File: src/rtl/imem_loader.sv
// Instruction-memory loader: parses a framed byte stream (count, payload, checksum)
// and writes little-endian 32-bit words into the instruction memory while holding the core.
module imem_loader #(
  parameter int                DEPTH     = 1024,
  parameter int                ALEN      = 32,
  parameter int                XLEN      = 32,
  parameter logic [ALEN-1:0]   BASE_ADDR = '0
) (
  input  logic            clk,
  input  logic            rst,
  input  logic            start,
  input  logic            abort,
  input  logic [7:0]      in_data,
  input  logic            in_valid,
  output logic            in_ready,
  output logic            imem_we,
  output logic [ALEN-1:0] imem_addr,
  output logic [XLEN-1:0] imem_wdata,
  output logic [ALEN-1:0] words_written,
  output logic            busy,
  output logic            done,
  output logic            error,
  output logic            cpu_hold
);

  typedef enum logic [2:0] {
    S_IDLE, S_LEN, S_DATA, S_WRITE, S_CHECK, S_DONE, S_ERROR
  } state_t;

  state_t      state;
  logic [1:0]  bcnt;
  logic [7:0]  csum;
  logic [31:0] len;
  logic [31:0] wbuf;
  logic        acc;
  logic [31:0] len_next;
  logic [31:0] word_next;

  assign acc       = in_valid && in_ready;
  // bytes arrive LSB first, so shifting in from the top leaves them little-endian
  assign len_next  = {in_data, len[31:8]};
  assign word_next = {in_data, wbuf[31:8]};

  always_ff @(posedge clk or posedge rst) begin
    if (rst) begin
      state         <= S_IDLE;
      in_ready      <= 1'b0;
      imem_we       <= 1'b0;
      imem_addr     <= '0;
      imem_wdata    <= '0;
      words_written <= '0;
      busy          <= 1'b0;
      done          <= 1'b0;
      error         <= 1'b0;
      cpu_hold      <= 1'b0;
      bcnt          <= '0;
      csum          <= '0;
      len           <= '0;
      wbuf          <= '0;
    end else begin
      imem_we <= 1'b0;
      if (state == S_IDLE || state == S_DONE || state == S_ERROR) begin
        if (start) begin
          state         <= S_LEN;
          in_ready      <= 1'b1;
          busy          <= 1'b1;
          cpu_hold      <= 1'b1;
          done          <= 1'b0;
          error         <= 1'b0;
          words_written <= '0;
          bcnt          <= '0;
          csum          <= '0;
          len           <= '0;
        end
      end else if (abort) begin
        state    <= S_IDLE;
        in_ready <= 1'b0;
        busy     <= 1'b0;
        cpu_hold <= 1'b0;
        done     <= 1'b0;
        error    <= 1'b0;
      end else begin
        case (state)
          S_LEN: if (acc) begin
            len  <= len_next;
            bcnt <= bcnt + 2'd1;
            if (bcnt == 2'd3) begin
              if (len_next > 32'(DEPTH)) begin
                state    <= S_ERROR;
                in_ready <= 1'b0;
                busy     <= 1'b0;
                cpu_hold <= 1'b0;
                error    <= 1'b1;
              end else if (len_next == 32'd0) begin
                state <= S_CHECK;
              end else begin
                state <= S_DATA;
              end
            end
          end
          S_DATA: if (acc) begin
            wbuf <= word_next;
            csum <= csum + in_data;
            bcnt <= bcnt + 2'd1;
            if (bcnt == 2'd3) begin
              state      <= S_WRITE;
              in_ready   <= 1'b0;
              imem_we    <= 1'b1;
              imem_addr  <= BASE_ADDR + {words_written[ALEN-3:0], 2'b00};
              imem_wdata <= XLEN'(word_next);
            end
          end
          S_WRITE: begin
            words_written <= words_written + 1'b1;
            in_ready      <= 1'b1;
            state         <= (words_written == ALEN'(len - 32'd1)) ? S_CHECK : S_DATA;
          end
          S_CHECK: if (acc) begin
            in_ready <= 1'b0;
            busy     <= 1'b0;
            cpu_hold <= 1'b0;
            if (in_data == csum) begin
              state <= S_DONE;
              done  <= 1'b1;
            end else begin
              state <= S_ERROR;
              error <= 1'b1;
            end
          end
          default: state <= S_IDLE;
        endcase
      end
    end
  end

endmodule

File: config.mk
export PLATFORM = sky130hd
export DESIGN_NAME = imem_loader
export DESIGN_NICKNAME = d
export VERILOG_FILES = /design/src/rtl/imem_loader.sv
export SDC_FILE = /design/constraint.sdc
export NUM_CORES = 1
export LEC_CHECK = 0
export BUFFER_PORTS_ARGS = -buffer_cell sky130_fd_sc_hd__buf_2
export CORE_MARGIN = 3
export CORE_UTILIZATION = 52
export DETAILED_ROUTE_END_ITERATION = 8
export PLACE_DENSITY = 0.76
export SYNTH_ARGS = -nofsm -noshare
export SYNTH_HDL_FRONTEND = slang
export SYNTH_SLANG_ARGS = --single-unit
File: constraint.sdc
create_clock -name clk -period 5.6 [get_ports clk]
set_clock_uncertainty 0.1 [all_clocks]
set_input_delay 1.4 -clock clk [delete_from_list [all_inputs] [get_ports clk]]
set_output_delay 1.4 -clock clk [all_outputs]
set_load 0.01 [all_outputs]
==> results of run 1 <==
## registers in the layout, summed over array words and instances (netlist names)
name / cells
state: 3
csum: 8
cpu_hold: 1
imem_wdata: 32
imem_addr: 30
words_written: 32
len: 32
in_ready: 1
imem_we: 1
bcnt: 2
error: 1
done: 1
wbuf: 24
## stage by stage
step	cell area [sq um]	utilization [%]	power [uW]
6_report	9800	61.3	4910
5_1_grt	9800	61.3	5230
4_1_cts	9800	61.3	4900
3_5_place_dp	9200	57.5	3700
3_3_place_gp	9200	57.5	3650
2_1_floorplan	8560	-	3260
## final cells by class
class / count / area [sq um]
Inverter: 16 / 63.8
Clock inverter: 13 / 144
Fill cell: 1434 / 6200
Clock buffer: 19 / 453
Multi-Input combinational cell: 750 / 4040
Sequential cell: 168 / 4200
Timing Repair Buffer: 119 / 626
Tap cell: 216 / 270
## routing by layer
metal	GRT usage [%]	share of wire, %
met2	36.8	46
met4	9.05	2.6
met5	0	0
met3	3.98	5.9
met1	35.4	46
## critical path: cells and delay by family (launching register included)
kind / cells / cell delay (ps)
and+or+nand+nor: 5 / 1460
muxes: 1 / 620
buffers and inverters: 1 / 360
DFF: 1 / 740
## how the worst min path moves through the flow
stage | to | slack [ps] | cells after the start
floorplan | imem_wdata[0] | 340 | 2
global placement | imem_wdata[7] | 350 | 2
detailed placement | imem_wdata[26] | 360 | 2
CTS | imem_wdata[26] | 370 | 2
global route | wbuf[12] | 390 | 2
finish | imem_addr[17] | 370 | 2
## synthesized netlist by cell type (3+ instances only)
| cell type | n | share of area (%) |
|---|---|---|
| a211oi_1 | 4 | 0.35 |
| o21ai_0 | 32 | 1.9 |
| nor3_1 | 20 | 1.2 |
| xor2_1 | 39 | 4.0 |
| and3_1 | 7 | 0.51 |
| inv_1 | 15 | 0.66 |
| nand3b_1 | 3 | 0.26 |
| buf_1 | 4 | 0.18 |
| a21o_1 | 5 | 0.44 |
| a21oi_1 | 12 | 0.70 |
| nor4_1 | 8 | 0.59 |
| buf_4 | 5 | 0.44 |
| xnor2_1 | 39 | 4.0 |
| o22ai_1 | 4 | 0.29 |
| or3_1 | 5 | 0.37 |
| dfrtp_1 | 168 | 49 |
| buf_2 | 8 | 0.47 |
| nand2b_1 | 10 | 0.73 |
| nor4_4 | 3 | 0.75 |
| or4_1 | 3 | 0.26 |
| ha_1 | 10 | 1.5 |
| nor2b_1 | 6 | 0.44 |
| o21a_1 | 5 | 0.44 |
| o41ai_1 | 3 | 0.31 |
| nand3_1 | 64 | 3.7 |
| nor2_1 | 55 | 2.4 |
| nand4_1 | 11 | 0.80 |
| and4_1 | 9 | 0.92 |
| a31oi_1 | 5 | 0.37 |
| nand2_1 | 345 | 15 |
| or2_2 | 3 | 0.22 |
| clkbuf_1 | 41 | 1.8 |
## power breakdown
part | total (uW) | internal (uW) | switching, uW
Sequential | 1690 | 1390 | 308
Combinational | 2030 | 830 | 1200
Clock | 1190 | 685 | 502
Total | 4910 | 2900 | 2010
## cell families after synthesis
kind of cell             synth area share (%)
AND/OR/NAND/NOR                          29.9
flip-flops                               49.1
AO/OA/AOI/OAI                            6.86
XOR/XNOR                                 7.99
buffers and inverters                    3.83
adder cells (fa/ha/maj)                  1.70
multiplexers                            0.497
other                                  0.0438
==> flow_summary_export.csv, run 1 <==
group,metric,value,unit
die,die_x,134,um
setup_path,critPathKind,"register to register",
finish,syn2layout_area_growth,14.6,%
synth,syn_inst,994,
setup_path,reg2reg_from,"state[2]",
sta,setup_viol,0,
synth,yosys_warnings,0,
sta,tightest_slew,976,ps
synth,ys_types,67,
die,rows,46,
die,die_y,134,um
clocking,postCtsHoldBufs,0,
power_and_ir_drop,ir_drop,0.000309,V
sta,timing.setup.tns,0,ps
power_and_ir_drop,leakage,0.00524,uW
sta,setup_ws,2240,ps
synth,ys.flop_type,"dfrtp_1",
sta,finalHoldViolCount,0,
setup_path,required,5860,ps
global_routing,grt_pass1_vias,6663,
worst_hold_path,hold_start,"imem_addr[17]",
setup_path,cp_slowest_stage_delay,740,ps
placed_design,placed_cells,1269,
die,start_util,53.5,%
setup_path,cp_cell_sequence,"nand2b_1, mux2_2, nor2b_2, buf_4, or2_2, nand3_1, nand2_1",
clocking,cts_tree,"built",
routing,dr.pass1.iters,5,
finish,mostFrequentLayoutCells,"nand2_1 (344), dfrtp_1 (168), buf_2 (112)",
clocking,cts.sinks,168,
worst_hold_path,hp-class,"register to register",
clocking,clockBufferDepth,2,
sta,slew_headroom,34.8,%
setup_path,slowest_stage,"dfrtp_1",
global_routing,grt-ovfl-total,0,
clocking,postCtsResizedCells,0,
die,io_pins,115,
synth,synth_edf_count,0,
synth,synth-seq-area-share,49.1,%
global_routing,antenna_found_initial,0,
sta,rsz0062_at_grt,"false",
routing,wl_per_cell,16.6,um
clocking,cts_buffers,17,
routing,routed_via_density,5.57,
sta,holdWs,370,ps
clocking,clkLatencyLatePin,430,ps
sta,slew_viol_final,0,
clocking,cts_max_level,4,
synth,syn_avg_cell_area,8.61,sq um
routing,drtAntennaViolNets,0,
setup_path,critPathMaxFanout,36,
setup_path,r2r-end,"len[21]",
sta,finalCritPeriodShare,60.0,%
global_routing,grt_max_degree,125,
setup_path,worst_r2r_path_depth,7,
finish,final_nets,1096,
sta,period_needed,3360,ps
setup_path,cp-end-kind,"register",
outcome,status,"completed",
sta,fmax,0.298,GHz
routing,first_iter_violations,658,
die,die_area,0.0180,sq mm
setup_path,critPathLaunchType,"register",
routing,routed-via-count,7250,
global_routing,grt_pass1_wl,35.0,mm
placed_design,place_congestion,0.913,
finish,num_antenna_cells,0,
finish,layout_commonest_cell,"nand2_1",
global_routing,grt_usage,24.3,%
run,maxCapViolations,0,
setup_path,crit_arrival,3620,ps
placed_design,detailedPlace.worstSlack,1880,ps
clocking,ctsRootBufferMaster,"clkbuf_16",
power_and_ir_drop,pwr_density_cell,501,mW/mm^2
setup_path,crit_end,"len[21]",
clocking,post_cts_buffers,0,
placed_design,portBuffers,112,
setup_path,reg2reg_slack,2240,ps
die,core_area,0.0160,sq mm
synth,synthArstFlopShare,100,%
clocking,cts.reportedPaths.clkPinSlew,60,ps
setup_path,crit_start,"state[2]",
routing,wl,21.7,mm
placed_design,post-dp-hpwl,14.6,mm
synth,ys_ff_latch,168,
finish,drive_above_1_share,15.8,%
finish,final_cells,1301,
routing,drcViolationCount,0,
synth,synth_area,0.00855,sq mm
Power figures use the tool's default switching activity.
==> run 2, diff against run 1 <==
Settings changed: ABC_AREA set to 1, CORE_UTILIZATION 52 to 53, PLACE_DENSITY 0.76 to 0.77.
Clock period 5.6 ns to 2.98 ns, I/O delays scaled along.
==> flow_summary_export.csv, run 2 <==
group,metric,value,unit
clocking,postCtsResizedCells,0,
die,die_y,137,um
global_routing,grt_max_degree,106,
setup_path,cp_slowest_stage_delay,540,ps
clocking,clkLatencyLatePin,430,ps
setup_path,worst_r2r_path_depth,9,
setup_path,critPathKind,"register to register",
routing,wl_per_cell,16.6,um
sta,setup_viol,0,
synth,syn_avg_cell_area,7.61,sq um
die,rows,47,
placed_design,portBuffers,112,
synth,synth_top_area_cell,"dfrtp_1",
clocking,post_cts_buffers,0,
clocking,postCtsHoldBufs,0,
setup_path,critPathMaxFanout,17,
setup_path,crit_arrival,2880,ps
sta,tightest_slew,857,ps
finish,top_regs,"imem_wdata x32, len x32, words_written x32",
synth,yosysMostFrequentCell,"nand2_1",
synth,ys_types,46,
die,die_x,137,um
finish,syn2layout_area_growth,15.9,%
synth,synth_edf_count,0,
power_and_ir_drop,ir_drop,0.000641,V
placed_design,post-dp-hpwl,18.9,mm
routing,wl,25.6,mm
synth,ys.flop_type,"dfrtp_1",
routing,first_iter_violations,847,
clocking,clockBufferDepth,2,
die,start_util,54.6,%
die,die_area,0.0188,sq mm
finish,final_cells,1541,
placed_design,dpl_cell_area,0.00995,sq mm
synth,ys_ff_latch,168,
global_routing,grt_usage,28.1,%
synth,synth_commonest_cells,"nand2_1 (363), dfrtp_1 (168), inv_1 (137)",
run,maxCapViolations,0,
synth,netlist_top_cells_area,"dfrtp_1 (46%), nand2_1 (15%), inv_1 (5.6%)",
outcome,status,"completed",
finish,drive_above_1_share,14.8,%
clocking,cts.sinks,168,
clocking,cts_max_level,4,
routing,drcViolationCount,0,
synth,yosys_warnings,0,
finish,final_nets,1332,
setup_path,crit_path_frequent_cell,"nand2_1",
die,core_area,0.0167,sq mm
global_routing,grt_pass1_vias,7725,
global_routing,grt-ovfl-total,0,
clocking,cts.reportedPaths.clkPinSlew,70,ps
synth,synthArstFlopShare,100,%
routing,routed-via-count,8466,
finish,fin_util,63.3,%
sta,period_needed,2670,ps
finish,layout_commonest_cell,"nand2_1",
global_routing,grt_pass1_wl,41.0,mm
die,io_pins,115,
clocking,cts_tree,"built",
synth,synth-seq-area-share,46.1,%
synth,synth_area,0.00911,sq mm
sta,rsz0062_at_grt,"false",
sta,finalCritPeriodShare,89.6,%
worst_hold_path,worstHoldPathCells,2,
global_routing,antenna_found_initial,0,
placed_design,placed_cells,1509,
setup_path,cp-end-kind,"register",
routing,dr.pass1.iters,6,
finish,mostFrequentLayoutCells,"nand2_1 (363), dfrtp_1 (168), inv_1 (136)",
worst_hold_path,hp-class,"register to register",
setup_path,cp_cell_sequence,"nor3_1, nand2_1, nand2_1, nand2_4, inv_4, nand2_1, nor3_1, a21oi_1, a211oi_1",
clocking,cts_buffers,17,
setup_path,required,3190,ps
synth,synth_top_area_share,46.1,%
finish,stdcell_area,0.0106,sq mm
setup_path,reg2reg_slack,310,ps
finish,fillers,1446,
sta,slew_viol_final,0,
sta,slew_headroom,42.7,%
clocking,ctsRootBufferMaster,"clkbuf_16",
synth,syn_inst,1198,
routing,drtAntennaViolNets,0,
sta,fmax,0.374,GHz
finish,num_antenna_cells,0,
power_and_ir_drop,pwr_density_cell,1070,mW/mm^2
placed_design,place_congestion,0.993,
setup_path,slowest_stage,"nor3_1",
sta,finalHoldViolCount,0,
power_and_ir_drop,leakage,0.00569,uW
setup_path,critPathLaunchType,"register",
routing,routed_via_density,5.49,
[run 2: cell count changes after synthesis, moves of 25 or more]
cell / change
nor2_1: +53
xnor2_1: -28
o21ai_0: +44
inv_1: +122
o21ai_1: +43
clkbuf_1: -25
[run 2: stage by stage]
step | hold slack [ps] | total power (uW) | setup slack (ps) | setup TNS, ps
6_report | 374 | 11300 | 309 | 0
5_1_grt | 401 | 12300 | 119 | 0
4_1_cts | 377 | 11200 | 398 | 0
3_5_place_dp | 360 | 8820 | 374 | 0
3_3_place_gp | 358 | 8750 | 434 | 0
2_1_floorplan | 342 | 7380 | -5.74 | -964
[run 2: power breakdown]
part	total (uW)	internal (uW)	switching, uW
clock network	2290	1280	1010
logic	5860	1740	4120
registers	3160	2670	490
total	11300	5700	5620
[run 2: final cells by class]
type,instances,area [sq um],share of cell area (%)
clock buffer,19,433,4.10
tap,220,275,2.61
clock inverter,13,179,1.69
timing repair buffer,126,753,7.13
inverter,144,547,5.18
multi-input combinational,851,4170,39.5
sequential,168,4200,39.8
[run 2: worst paths after layout]
path	start	to
min in group asynchronous	rst	imem_addr[11]
max in group asynchronous	rst	imem_wdata[23]
min	wbuf[30]	wbuf[22]
max	state[2]	words_written[12]
max reg2reg	state[2]	words_written[12]
min reg2reg	wbuf[30]	wbuf[22]
[run 2: cell families (layout without fill, tap and decap cells)]
kind of cell / Yosys count / after routing / synth area share [%]
XOR/XNOR: 33 / 33 / 3.17
AO/OA/AOI/OAI: 166 / 166 / 10.3
adder cells (fa/ha/maj): 11 / 11 / 1.59
other: 1 / 2 / 0.0412
AND/OR/NAND/NOR: 639 / 639 / 30.7
flip-flops: 168 / 168 / 46.1
buffers and inverters: 180 / 302 / 8.10
[run 2: worst max-delay path, delay by kind of cell, from the launching register on]
family	cells	cell delay (ps)
buffers and inverters	1	200
flip-flops	1	480
AO/OA/AOI/OAI	2	380
AND/OR/NAND/NOR	6	1380
[run 2: routing by layer]
layer | global-route usage, % | vias to the layer above | routed length, um | part of all wire [%]
li1 | - | 4089 | - | -
met3 | 5.18 | 66 | 2090 | 8.1
met5 | 0 | - | 0 | 0
met2 | 42.5 | 381 | 11400 | 45
met1 | 40.9 | 3930 | 11400 | 45
met4 | 9.20 | 0 | 697 | 2.7
